**config.mk**
```make
export PLATFORM = sky130hd
export DESIGN_NAME = multicycle_control_flat
export DESIGN_NICKNAME = d
export VERILOG_FILES = /design/src/rtl/multicycle_control_if.sv /design/src/rtl/multicycle_control.sv /design/src/flat_wrapper.sv
export SDC_FILE = /design/constraint.sdc
export NUM_CORES = 1
export LEC_CHECK = 0
export ABC_CLOCK_PERIOD_IN_PS = 1100
export BUFFER_PORTS_ARGS = -buffer_cell sky130_fd_sc_hd__buf_2
export CAP_MARGIN = 25
export CORE_MARGIN = 2
export CORE_UTILIZATION = 40
export CTS_BUF_LIST = sky130_fd_sc_hd__clkbuf_8
export DETAILED_ROUTE_END_ITERATION = 7
export HOLD_SLACK_MARGIN = 0.08
export PLACE_DENSITY = 0.77
export SLEW_MARGIN = 30
export SYNTH_ARGS = -nofsm -noshare
export SYNTH_HDL_FRONTEND = slang
export SYNTH_SLANG_ARGS = --single-unit
```
**constraint.sdc**
```tcl
create_clock -name clk -period 1.1 [get_ports clk]
set_input_delay 0.055 -clock clk [delete_from_list [all_inputs] [get_ports clk]]
set_output_delay 0.055 -clock clk [all_outputs]
set_load 0.05 [all_outputs]
```
**src/rtl/multicycle_control_if.sv**
```systemverilog
`default_nettype none
// ============================================================================
// Module      : multicycle_control_if
// Description : Bundle between the multi-cycle controller and its datapath.
//               master = controller side (drives strobes, reads opcode and
//               memory ready); slave = datapath side.
// Signals     : op[5:0] (IR opcode), mem_ready, pcwrite, pcwritecond, iord,
//               memread, memwrite, irwrite, memtoreg, regdst, regwrite,
//               alusrca, alusrcb[1:0], aluop1, aluop0, pcsource[1:0],
//               illegal_op, mem_err, state_dbg[3:0]
// Revision    : 1.0 - initial release
// ============================================================================
interface multicycle_control_if;
    logic [5:0] op;
    logic       mem_ready;
    logic       pcwrite;
    logic       pcwritecond;
    logic       iord;
    logic       memread;
    logic       memwrite;
    logic       irwrite;
    logic       memtoreg;
    logic       regdst;
    logic       regwrite;
    logic       alusrca;
    logic [1:0] alusrcb;
    logic       aluop1;
    logic       aluop0;
    logic [1:0] pcsource;
    logic       illegal_op;
    logic       mem_err;
    logic [3:0] state_dbg;

    modport master (
        input  op, mem_ready,
        output pcwrite, pcwritecond, iord, memread, memwrite, irwrite,
               memtoreg, regdst, regwrite, alusrca, alusrcb, aluop1, aluop0,
               pcsource, illegal_op, mem_err, state_dbg
    );

    modport slave (
        output op, mem_ready,
        input  pcwrite, pcwritecond, iord, memread, memwrite, irwrite,
               memtoreg, regdst, regwrite, alusrca, alusrcb, aluop1, aluop0,
               pcsource, illegal_op, mem_err, state_dbg
    );
endinterface
`default_nettype wire

```
**src/rtl/multicycle_control.sv**
```systemverilog
`default_nettype none
// ============================================================================
// Module      : multicycle_control
// Description : Moore FSM sequencing a multi-cycle MIPS-lite datapath
//               (shared ALU, unified memory). Strobes are decoded from state.
// Ports       : clk   - clock, rising edge
//               rst_n - asynchronous active-low reset
//               bus   - multicycle_control_if.master (opcode/mem_ready in,
//                       datapath strobes, error pulses and state_dbg out)
// Options     : MEM_WAIT_EN - FETCH/MEMRD/MEMWR hold on mem_ready=0 with a
//               TIMEOUT-cycle watchdog raising mem_err. Undefined: mem_ready
//               is ignored and mem_err is tied low.
// Revision    : 1.0 - initial release
// ============================================================================
module multicycle_control #(
    parameter int TIMEOUT = 15,
    parameter int CNT_W   = 8
) (
    input  wire logic            clk,
    input  wire logic            rst_n,
    multicycle_control_if.master bus
);

    typedef enum logic [3:0] {
        S_FETCH  = 4'd0,
        S_DECODE = 4'd1,
        S_MEMADR = 4'd2,
        S_MEMRD  = 4'd3,
        S_MEMWB  = 4'd4,
        S_MEMWR  = 4'd5,
        S_EXEC   = 4'd6,
        S_RCOMP  = 4'd7,
        S_BRANCH = 4'd8,
        S_JUMP   = 4'd9
    } state_t;

    localparam logic [5:0] c_OP_RTYPE = 6'b000000;
    localparam logic [5:0] c_OP_LW    = 6'b100011;
    localparam logic [5:0] c_OP_SW    = 6'b101011;
    localparam logic [5:0] c_OP_BEQ   = 6'b000100;
    localparam logic [5:0] c_OP_J     = 6'b000010;

    state_t state_q, state_d;
    logic   illegal_q, illegal_d;
    logic   w_go;   // memory access may complete this cycle

`ifdef MEM_WAIT_EN
    logic [CNT_W-1:0] cnt_q, cnt_d;
    logic             mem_err_q;
    logic             w_mem_state;
    logic             w_tmo;

    assign w_mem_state = (state_q == S_FETCH) || (state_q == S_MEMRD) ||
                         (state_q == S_MEMWR);
    assign w_go        = bus.mem_ready;
    // A ready arriving in the same cycle the counter hits TIMEOUT wins.
    assign w_tmo       = w_mem_state && !bus.mem_ready &&
                         (cnt_q == CNT_W'(TIMEOUT));
    // Count stalled cycles; any exit (success or timeout) clears the count.
    assign cnt_d       = (w_mem_state && !bus.mem_ready && !w_tmo) ?
                         cnt_q + 1'b1 : '0;

    always_ff @(posedge clk or negedge rst_n) begin
        if (!rst_n) begin
            cnt_q     <= '0;
            mem_err_q <= 1'b0;
        end else begin
            cnt_q     <= cnt_d;
            mem_err_q <= w_tmo;
        end
    end

    assign bus.mem_err = mem_err_q;
`else
    localparam int c_unused_cfg = TIMEOUT + CNT_W;
    logic w_unused;

    assign w_go        = 1'b1;
    assign w_unused    = bus.mem_ready;
    assign bus.mem_err = 1'b0;
`endif

    always_ff @(posedge clk or negedge rst_n) begin
        if (!rst_n) begin
            state_q   <= S_FETCH;
            illegal_q <= 1'b0;
        end else begin
            state_q   <= state_d;
            illegal_q <= illegal_d;
        end
    end

    always_comb begin
        state_d         = state_q;
        illegal_d       = 1'b0;
        bus.pcwrite     = 1'b0;
        bus.pcwritecond = 1'b0;
        bus.iord        = 1'b0;
        bus.memread     = 1'b0;
        bus.memwrite    = 1'b0;
        bus.irwrite     = 1'b0;
        bus.memtoreg    = 1'b0;
        bus.regdst      = 1'b0;
        bus.regwrite    = 1'b0;
        bus.alusrca     = 1'b0;
        bus.alusrcb     = 2'b00;
        bus.aluop1      = 1'b0;
        bus.aluop0      = 1'b0;
        bus.pcsource    = 2'b00;

        case (state_q)
            S_FETCH: begin
                bus.memread = 1'b1;
                bus.alusrcb = 2'b01;
                // PC/IR load only on the completing cycle so PC advances once.
                if (w_go) begin
                    bus.irwrite = 1'b1;
                    bus.pcwrite = 1'b1;
                    state_d     = S_DECODE;
                end
            end
            S_DECODE: begin
                bus.alusrcb = 2'b11;
                case (bus.op)
                    c_OP_RTYPE:       state_d = S_EXEC;
                    c_OP_LW, c_OP_SW: state_d = S_MEMADR;
                    c_OP_BEQ:         state_d = S_BRANCH;
                    c_OP_J:           state_d = S_JUMP;
                    default: begin
                        state_d   = S_FETCH;
                        illegal_d = 1'b1;
                    end
                endcase
            end
            S_MEMADR: begin
                bus.alusrca = 1'b1;
                bus.alusrcb = 2'b10;
                // Only lw/sw reach here; the IR still holds the opcode.
                state_d     = (bus.op == c_OP_SW) ? S_MEMWR : S_MEMRD;
            end
            S_MEMRD: begin
                bus.memread = 1'b1;
                bus.iord    = 1'b1;
                if (w_go) state_d = S_MEMWB;
            end
            S_MEMWB: begin
                bus.regwrite = 1'b1;
                bus.memtoreg = 1'b1;
                state_d      = S_FETCH;
            end
            S_MEMWR: begin
                bus.memwrite = 1'b1;
                bus.iord     = 1'b1;
                if (w_go) state_d = S_FETCH;
            end
            S_EXEC: begin
                bus.alusrca = 1'b1;
                bus.aluop1  = 1'b1;
                state_d     = S_RCOMP;
            end
            S_RCOMP: begin
                bus.regwrite = 1'b1;
                bus.regdst   = 1'b1;
                state_d      = S_FETCH;
            end
            S_BRANCH: begin
                bus.alusrca     = 1'b1;
                bus.aluop0      = 1'b1;
                bus.pcwritecond = 1'b1;
                bus.pcsource    = 2'b01;
                state_d         = S_FETCH;
            end
            S_JUMP: begin
                bus.pcwrite  = 1'b1;
                bus.pcsource = 2'b10;
                state_d      = S_FETCH;
            end
            default: state_d = S_FETCH;   // codes 10-15 recover to FETCH
        endcase

`ifdef MEM_WAIT_EN
        if (w_tmo) state_d = S_FETCH;
`endif
    end

    assign bus.illegal_op = illegal_q;
    assign bus.state_dbg  = state_q;

endmodule
`default_nettype wire

```
**src/flat_wrapper.sv**
```systemverilog
// flat-port wrapper written by rule: the top's interface ports become plain ports
module multicycle_control_flat 
#(
    parameter int TIMEOUT = 15,
    parameter int CNT_W   = 8
)
  (clk, rst_n, bus_op, bus_mem_ready, bus_pcwrite, bus_pcwritecond, bus_iord, bus_memread, bus_memwrite, bus_irwrite, bus_memtoreg, bus_regdst, bus_regwrite, bus_alusrca, bus_alusrcb, bus_aluop1, bus_aluop0, bus_pcsource, bus_illegal_op, bus_mem_err, bus_state_dbg);
  multicycle_control_if bus_i ();
  input  wire logic clk;
  input  wire logic rst_n;
  input wire logic [$bits(bus_i.op)-1:0] bus_op;
  input wire logic [$bits(bus_i.mem_ready)-1:0] bus_mem_ready;
  output wire logic [$bits(bus_i.pcwrite)-1:0] bus_pcwrite;
  output wire logic [$bits(bus_i.pcwritecond)-1:0] bus_pcwritecond;
  output wire logic [$bits(bus_i.iord)-1:0] bus_iord;
  output wire logic [$bits(bus_i.memread)-1:0] bus_memread;
  output wire logic [$bits(bus_i.memwrite)-1:0] bus_memwrite;
  output wire logic [$bits(bus_i.irwrite)-1:0] bus_irwrite;
  output wire logic [$bits(bus_i.memtoreg)-1:0] bus_memtoreg;
  output wire logic [$bits(bus_i.regdst)-1:0] bus_regdst;
  output wire logic [$bits(bus_i.regwrite)-1:0] bus_regwrite;
  output wire logic [$bits(bus_i.alusrca)-1:0] bus_alusrca;
  output wire logic [$bits(bus_i.alusrcb)-1:0] bus_alusrcb;
  output wire logic [$bits(bus_i.aluop1)-1:0] bus_aluop1;
  output wire logic [$bits(bus_i.aluop0)-1:0] bus_aluop0;
  output wire logic [$bits(bus_i.pcsource)-1:0] bus_pcsource;
  output wire logic [$bits(bus_i.illegal_op)-1:0] bus_illegal_op;
  output wire logic [$bits(bus_i.mem_err)-1:0] bus_mem_err;
  output wire logic [$bits(bus_i.state_dbg)-1:0] bus_state_dbg;
  assign bus_i.op = bus_op;
  assign bus_i.mem_ready = bus_mem_ready;
  assign bus_pcwrite = bus_i.pcwrite;
  assign bus_pcwritecond = bus_i.pcwritecond;
  assign bus_iord = bus_i.iord;
  assign bus_memread = bus_i.memread;
  assign bus_memwrite = bus_i.memwrite;
  assign bus_irwrite = bus_i.irwrite;
  assign bus_memtoreg = bus_i.memtoreg;
  assign bus_regdst = bus_i.regdst;
  assign bus_regwrite = bus_i.regwrite;
  assign bus_alusrca = bus_i.alusrca;
  assign bus_alusrcb = bus_i.alusrcb;
  assign bus_aluop1 = bus_i.aluop1;
  assign bus_aluop0 = bus_i.aluop0;
  assign bus_pcsource = bus_i.pcsource;
  assign bus_illegal_op = bus_i.illegal_op;
  assign bus_mem_err = bus_i.mem_err;
  assign bus_state_dbg = bus_i.state_dbg;
  multicycle_control #(.TIMEOUT(TIMEOUT), .CNT_W(CNT_W)) u_core (.clk(clk), .rst_n(rst_n), .bus(bus_i));
endmodule
```
==> impl_metrics.ini, run 1 <==
[yosys]
synth-seq-area-share_pct = 23.0
netlist_area_um2 = 543
synth_cells = 59
synth.area.top_cells = dfrtp_1 23%, buf_4 5.5%, nor4b_4 4.4%, nor3_1 3.7%, nor3_2 3.7%
yosys_warnings = 0
synthTopCellsByCount = 5 x dfrtp_1, 5 x nor2_1, 4 x buf_4, 4 x nor3_1
syn_avg_cell_area_um2 = 9.20
synth-async-reset-ratio_pct = 100
synthDistinctLibCells = 37
synth-edff-count = 0
syn-num-nets = 68
synth_ff_type = dfrtp_1
synth_area_leader_cell = dfrtp_1
synth-seq-cells = 5
synth_top_area_share_pct = 23.0

[placed_design]
port_buffers = 28
hpwl_mm = 1.30
post-place-ws_ns = -0.279
dp_cells = 114
place.gp.congestion = 0.772

[die]
die_w_um = 40.8
ioPinCount = 31
num_rows = 13
die_y_um = 40.8
start_util_pct = 42.3

[clock_tree]
htreeDepth = 1
cts_num_sinks = 5
numCtsBuffers = 3
cts_buffer_depth = 2
cts_root_buf = clkbuf_8

[status]
status = aborted with a tool error
stop_stage = 5_1_grt
tool.error = [ERROR DPL-0033] detailed placement checks failed during check placement.

[timing]
worst_endpoint = u_core.bus.state_dbg[3]$_DFF_PN0_/D
worst_endpoint_kind = register input

[global_route]
grt_max_degree = 9
antenna_found_initial = 0
## through the flow
step | area (um2) | hold WS, ns
2_1_floorplan | 716 | -0.241
3_3_place_gp | 942 | -0.130
3_5_place_dp | 942 | -0.127
4_1_cts | 1190 | 0.159
## timing repair
action,in CTS
pin swaps,4
buffers inserted,7
setup endpoints to repair,24
resized for setup,43
hold buffers,3
endpoints found under the hold margin,6
## kinds of logic after synthesis
| group | after synthesis | share of synthesized area (%) |
|---|---|---|
| compound gates | 9 | 15.2 |
| mux | 1 | 2.76 |
| buf+inv | 8 | 10.1 |
| other cells | 1 | 0.691 |
| simple gates | 32 | 43.3 |
| xor+xnor | 3 | 4.84 |
| flops | 5 | 23.0 |
==> run 2, diff against run 1 <==
Settings changed: ABC_CLOCK_PERIOD_IN_PS 1100 to 1450, CORE_AREA set to 2 2 63 65, CORE_MARGIN 2 to not set, CORE_UTILIZATION 40 to not set, CTS_BUF_LIST sky130_fd_sc_hd__clkbuf_8 to not set, DIE_AREA set to 0 0 65 67, HOLD_SLACK_MARGIN 0.08 to not set, PLACE_DENSITY 0.77 to not set, PLACE_DENSITY_LB_ADDON set to 0.15.
Clock period 1.1 ns to 1.45 ns, I/O delays scaled along.
==> impl_metrics.ini, run 2 <==
[cells_and_area]
antenna_cells = 0
largest_reg_flops = 4
area_delta_synth_final_pct = 96.1
fill_cells = 400
final_common_cell = buf_2
final_nets = 112
layout-drive-gt1-share_pct = 75.5
fin_util_pct = 29.5
layout_common_cells = 19 x buf_2, 17 x buf_4, 8 x buf_6, 6 x nor3_4

[yosys]
synth-async-reset-ratio_pct = 100
yosys_warnings = 0
synth-seq-cells = 5
synth.area.top_cells = dfrtp_1 23%, buf_4 5.5%, nor4b_4 4.4%, nor3_1 3.7%, nor3_2 3.7%
synth_ff_type = dfrtp_1
synth-seq-area-share_pct = 23.0
synthTopCellsByCount = 5 x dfrtp_1, 5 x nor2_1, 4 x buf_4, 4 x nor3_1
syn-num-nets = 68
synth_area_leader_cell = dfrtp_1
synth_top_area_share_pct = 23.0
netlist_area_um2 = 543
synth-edff-count = 0
syn_avg_cell_area_um2 = 9.20
synthDistinctLibCells = 37
synth_cells = 59

[detailed_routing]
drc = 0
viasPerCell = 3.96
wirelength_mm = 1.62
first_pass_iters = 4
drt_iter0_markers = 7
ant_nets = 0
vias = 594
wire_per_inst_um = 10.8

[global_route]
track_usage_pct = 7.79
grt_pass1_vias = 616
antenna_found_initial = 0
grt_overflow = 0
grt_max_degree = 11
grt_pass1_wl_mm = 2.66

[die]
die_y_um = 67
start_util_pct = 15.1
dieArea_mm2 = 0.00436
die_w_um = 65
fp.coreArea_mm2 = 0.00361
ioPinCount = 31
num_rows = 22

[power_and_ir_drop]
intPower_uw = 923
leakagePower_nw = 0.476
power_density_mw_per_mm2 = 1720
p_sw_share_pct = 49.6
ir_drop_mv = 0.291
power_frac_seq_pct = 11.9
power.total_mw = 1.83
p_sw_uw = 909
power_frac_comb_pct = 74.3
pwr-share-clk_pct = 13.8

[clock_tree]
numCtsBuffers = 3
insertion_delay_ns = 0.22
cts_num_sinks = 5
cts_buffer_depth = 2
cts_tree = yes
path_clk_slew_ns = 0.03
cts_root_buf = clkbuf_8
htreeDepth = 1

[critical_path]
cp.required_ns = 1.38
arrival_ns = 1.33
crit_fanout = 6
crit_type = register to output port
worstSetupEndpointType = output port
start_kind = register

[timing]
drv_slew = 0
period_minus_slack_ns = 1.40
finalSetupViolations = 0
fin_crit_sh_pct = 96.6
max_freq_mhz = 714
fin_skew_ns = 0.00103
rsz0062_at_grt = yes
hold_violations = 0

[flow_run]
cap_viol_max_count = 0

[placed_design]
hpwl_mm = 1.24
place.gp.congestion = 0.678
port_buffers = 28

[status]
status = complete, no violations

[min_path]
hold_path.class = input port to register
run 2: cell counts after synthesis:
Identical to the previous run, type by type.
run 2: power groups by stage:
stage	clock [mW]	sequential, mW	combinational (mW)
after floorplan	0	0.346	0.826
after global placement	0	0.245	1.15
after detailed placement	0	0.247	1.14
after CTS	0.263	0.223	1.31
after global routing	0.269	0.230	1.44
final	0.253	0.218	1.36
run 2: cell families after synthesis:
family / after synthesis / share of synthesized area, %
DFF: 5 / 23.0
AOI/OAI and AO/OA: 9 / 15.2
buffers and inverters: 8 / 10.1
other: 1 / 0.691
xor gates and xnor gates: 3 / 4.84
and+or+nand+nor: 32 / 43.3
muxes: 1 / 2.76
run 2: cell type report:
class / count / area (um2) / share of cell area (%)
multi-input cells: 46 / 483 / 45.4
repair buffers: 46 / 343 / 32.2
flip-flops and latches: 5 / 130 / 12.2
well taps: 48 / 60.1 / 5.64
clock buffers: 4 / 45.0 / 4.23
inverters: 1 / 3.75 / 0.353
run 2: worst max-delay path: stages (launching register included):
cell and delay, ns:
dfrtp_2 0.44, inv_2 0.11, mux2_4 0.32, nor2_4 0.08
buf_6 0.16
run 2: worst paths after layout:
| check | cells after the start | slack, ns | endpoint | start |
|---|---|---|---|---|
| setup reg to reg | 5 | 0.09 | u_core.bus.state_dbg[1] | u_core.bus.state_dbg[1] |
| min in group asynchronous | 2 | 0.21 | u_core.bus.illegal_op | rst_n |
| hold reg to reg | 2 | 0.66 | u_core.bus.state_dbg[0] | u_core.bus.state_dbg[2] |
| max in group asynchronous | 2 | 1.10 | u_core.bus.state_dbg[0] | rst_n |
| setup / recovery | 4 | 0.05 | bus_alusrca | u_core.bus.state_dbg[1] |
| hold / removal | 2 | 0.04 | u_core.bus.state_dbg[3] | bus_op[4] |
run 2: timing repair:
| item | 4_1_cts | 5_1_grt |
|---|---|---|
| endpoints found under the hold margin | 5 | 0 |
| hold buffers | 1 | 0 |
| setup endpoints to repair | 14 | 9 |
| gates resized for setup | 14 | 8 |
| setup buffers | 6 | 2 |
| pin swaps | 0 | 2 |
run 2: per-layer routing:
layer	wire (um)	up-vias	GRT usage, %
met5	0	-	0
met4	17	0	4.79
met3	81	2	0.845
met2	886	20	13.9
met1	633	273	8.85
li1	-	299	-
run 2: per-stage QoR:
| step | setup slack, ns | hold slack [ns] | cell area, um2 | TNS [ns] | std cells |
|---|---|---|---|---|---|
| after floorplan | -0.139 | -0.223 | 686 | -0.566 | 59 |
| after global placement | 0.0988 | -0.109 | 887 | 0 | 137 |
| after detailed placement | 0.0953 | -0.108 | 887 | 0 | 137 |
| after CTS | -0.00793 | 0.0387 | 1030 | -0.00793 | 148 |
| after global routing | -0.00562 | 0.0606 | 1060 | -0.0119 | 150 |
| final | 0.0493 | 0.0422 | 1060 | 0 | 150 |
Power figures use the tool's default switching activity.
==> run 3, diff against run 2 <==
Settings changed: ABC_AREA set to 1.
==> impl_metrics.ini, run 3 <==
[yosys]
synth-seq-area-share_pct = 26.9
syn-num-nets = 87
yosysMostFrequentCell = nor2_1
synth_cells = 78
synth_ff_type = dfrtp_1
synth-async-reset-ratio_pct = 100
synth_top_area_share_pct = 26.9
synth_area_leader_cell = dfrtp_1
synthDistinctLibCells = 16
synthTopCellsByCount = 16 x nor2_1, 14 x nand2_1, 13 x inv_1, 7 x nand3_1, 5 x dfrtp_1
synth.area.top_cells = dfrtp_1 27%, nor2_1 13%, nand2_1 11%, inv_1 10%, nand3_1 7.5%
syn_avg_cell_area_um2 = 5.97
netlist_area_um2 = 465
synth-edff-count = 0
yosys_warnings = 0
synth-seq-cells = 5

[critical_path]
start_kind = register
crit_fanout = 6
arrival_ns = 1.31
rr_worst_depth = 5
cp.required_ns = 1.38
worstSetupEndpointType = output port
crit_type = register to output port

[detailed_routing]
drt_iter0_markers = 45
viasPerCell = 3.48
drc = 0
first_pass_iters = 4
wirelength_mm = 1.35
ant_nets = 0
vias = 543
wire_per_inst_um = 8.65

[clock_tree]
cts_buffer_depth = 2
htreeDepth = 1
cts_tree = yes
numCtsBuffers = 3
cts_root_buf = clkbuf_8
cts_num_sinks = 5
path_clk_slew_ns = 0.03
insertion_delay_ns = 0.22

[placed_design]
hpwl_mm = 1.19
port_buffers = 28
place.gp.congestion = 0.720

[status]
status = complete, no violations

[die]
die_y_um = 67
die_w_um = 65
start_util_pct = 12.9
fp.coreArea_mm2 = 0.00361
num_rows = 22
ioPinCount = 31
dieArea_mm2 = 0.00436

[global_route]
grt_pass1_wl_mm = 2.30
antenna_found_initial = 0
grt_pass1_vias = 547
grt_overflow = 0
track_usage_pct = 6.95
grt_max_degree = 7

[power_and_ir_drop]
power_density_mw_per_mm2 = 1870
ir_drop_mv = 0.378
leakagePower_nw = 0.388
power.total_mw = 1.50

[cells_and_area]
largest_reg_flops = 4
antenna_cells = 0
regArea_um2 = 130
area_delta_synth_final_pct = 72.0
final_common_cell = buf_2
layout_common_cells = 18 x buf_2, 14 x nand2_1, 11 x inv_1, 11 x nor2_1
final_nets = 118
fill_cells = 421
multi_input_comb_area_um2 = 312
layout-drive-gt1-share_pct = 52.8

[timing]
rsz0062_at_grt = yes
fin_skew_ns = 0.00255
drv_slew = 0
fin_crit_sh_pct = 95.5
hold_violations = 0
finalSetupViolations = 0
max_freq_mhz = 722
holdWs_ns = 0.199
period_minus_slack_ns = 1.38

[min_path]
hold_path.class = input port to asynchronous set/reset pin

[flow_run]
cap_viol_max_count = 0
run 3: changes by cell type after synthesis, sizes merged, moves of 3 or more:
cell and delta:
nand3 +6, nand2 +15, buf -4, nand2b -4, nor2 +14, nor3 -7
a21oi +3, inv +14
run 3: final cells by class:
class	instances	area share (%)
Multi-Input combinational cell	55	38.9
Timing Repair Buffer	29	24.2
Sequential cell	5	16.3
Inverter	15	7.50
Tap cell	48	7.50
Clock buffer	4	5.62
run 3: path summary, 6_finish.rpt:
check	endpoint	start	slack [ns]
setup / recovery	bus_aluop1	u_core.bus.state_dbg[3]	0.07
hold / removal	u_core.bus.state_dbg[2]	rst_n	0.20
setup reg to reg	u_core.bus.illegal_op	u_core.bus.state_dbg[1]	0.30
hold reg to reg	u_core.bus.state_dbg[0]	u_core.bus.state_dbg[0]	0.53
max in group asynchronous	u_core.bus.state_dbg[3]	rst_n	1.10
min in group clk	u_core.bus.state_dbg[3]	bus_op[2]	0.20
run 3: cell families after synthesis:
kind of cell / Yosys count / synth area share, %
buffers and inverters: 18 / 16.9
flip-flops: 5 / 26.9
AND/OR/NAND/NOR: 47 / 47.3
AO/OA/AOI/OAI: 7 / 8.06
other: 1 / 0.806
run 3: per-layer routing:
metal | GRT usage, % | part of all wire [%]
met1 | 8.50 | 49
met2 | 11.5 | 40
met3 | 3.21 | 11
met4 | 0.798 | 0
met5 | 0 | 0
run 3: what timing repair did:
| item | 4_1_cts | 5_1_grt |
|---|---|---|
| setup buffers | 0 | 0 |
| resized for setup | 5 | 13 |
| endpoints found under the setup margin | 8 | 11 |
| hold buffers | 1 | 0 |
| hold endpoints to repair | 5 | 0 |
run 3: critical path, cell delays in order (launching register included):
cell     delay (ns)
dfrtp_2        0.43
inv_2          0.09
nand2_2        0.14
nor2_4         0.15
buf_2          0.28
run 3: where the power goes:
| group | total [mW] | leakage, nW | internal [mW] | switching, mW |
|---|---|---|---|---|
| sequential | 0.220 | 0.0594 | 0.180 | 0.0400 |
| combinational | 1.02 | 0.306 | 0.283 | 0.741 |
| clock | 0.251 | 0.0228 | 0.188 | 0.0631 |
| total | 1.50 | 0.388 | 0.651 | 0.844 |
run 3: stage by stage:
step | worst slack, ns | utilization, % | TNS [ns] | cells | instance area [um2]
floorplan | -0.0678 | - | -0.0977 | 78 | 517
global placement | 0.182 | 19.3 | 0 | 151 | 694
detailed placement | 0.185 | 19.3 | 0 | 151 | 694
CTS | -0.0358 | 21.1 | -0.104 | 156 | 762
global route | -0.0193 | 22.2 | -0.0651 | 156 | 801
finish | 0.0653 | 22.2 | 0 | 156 | 801
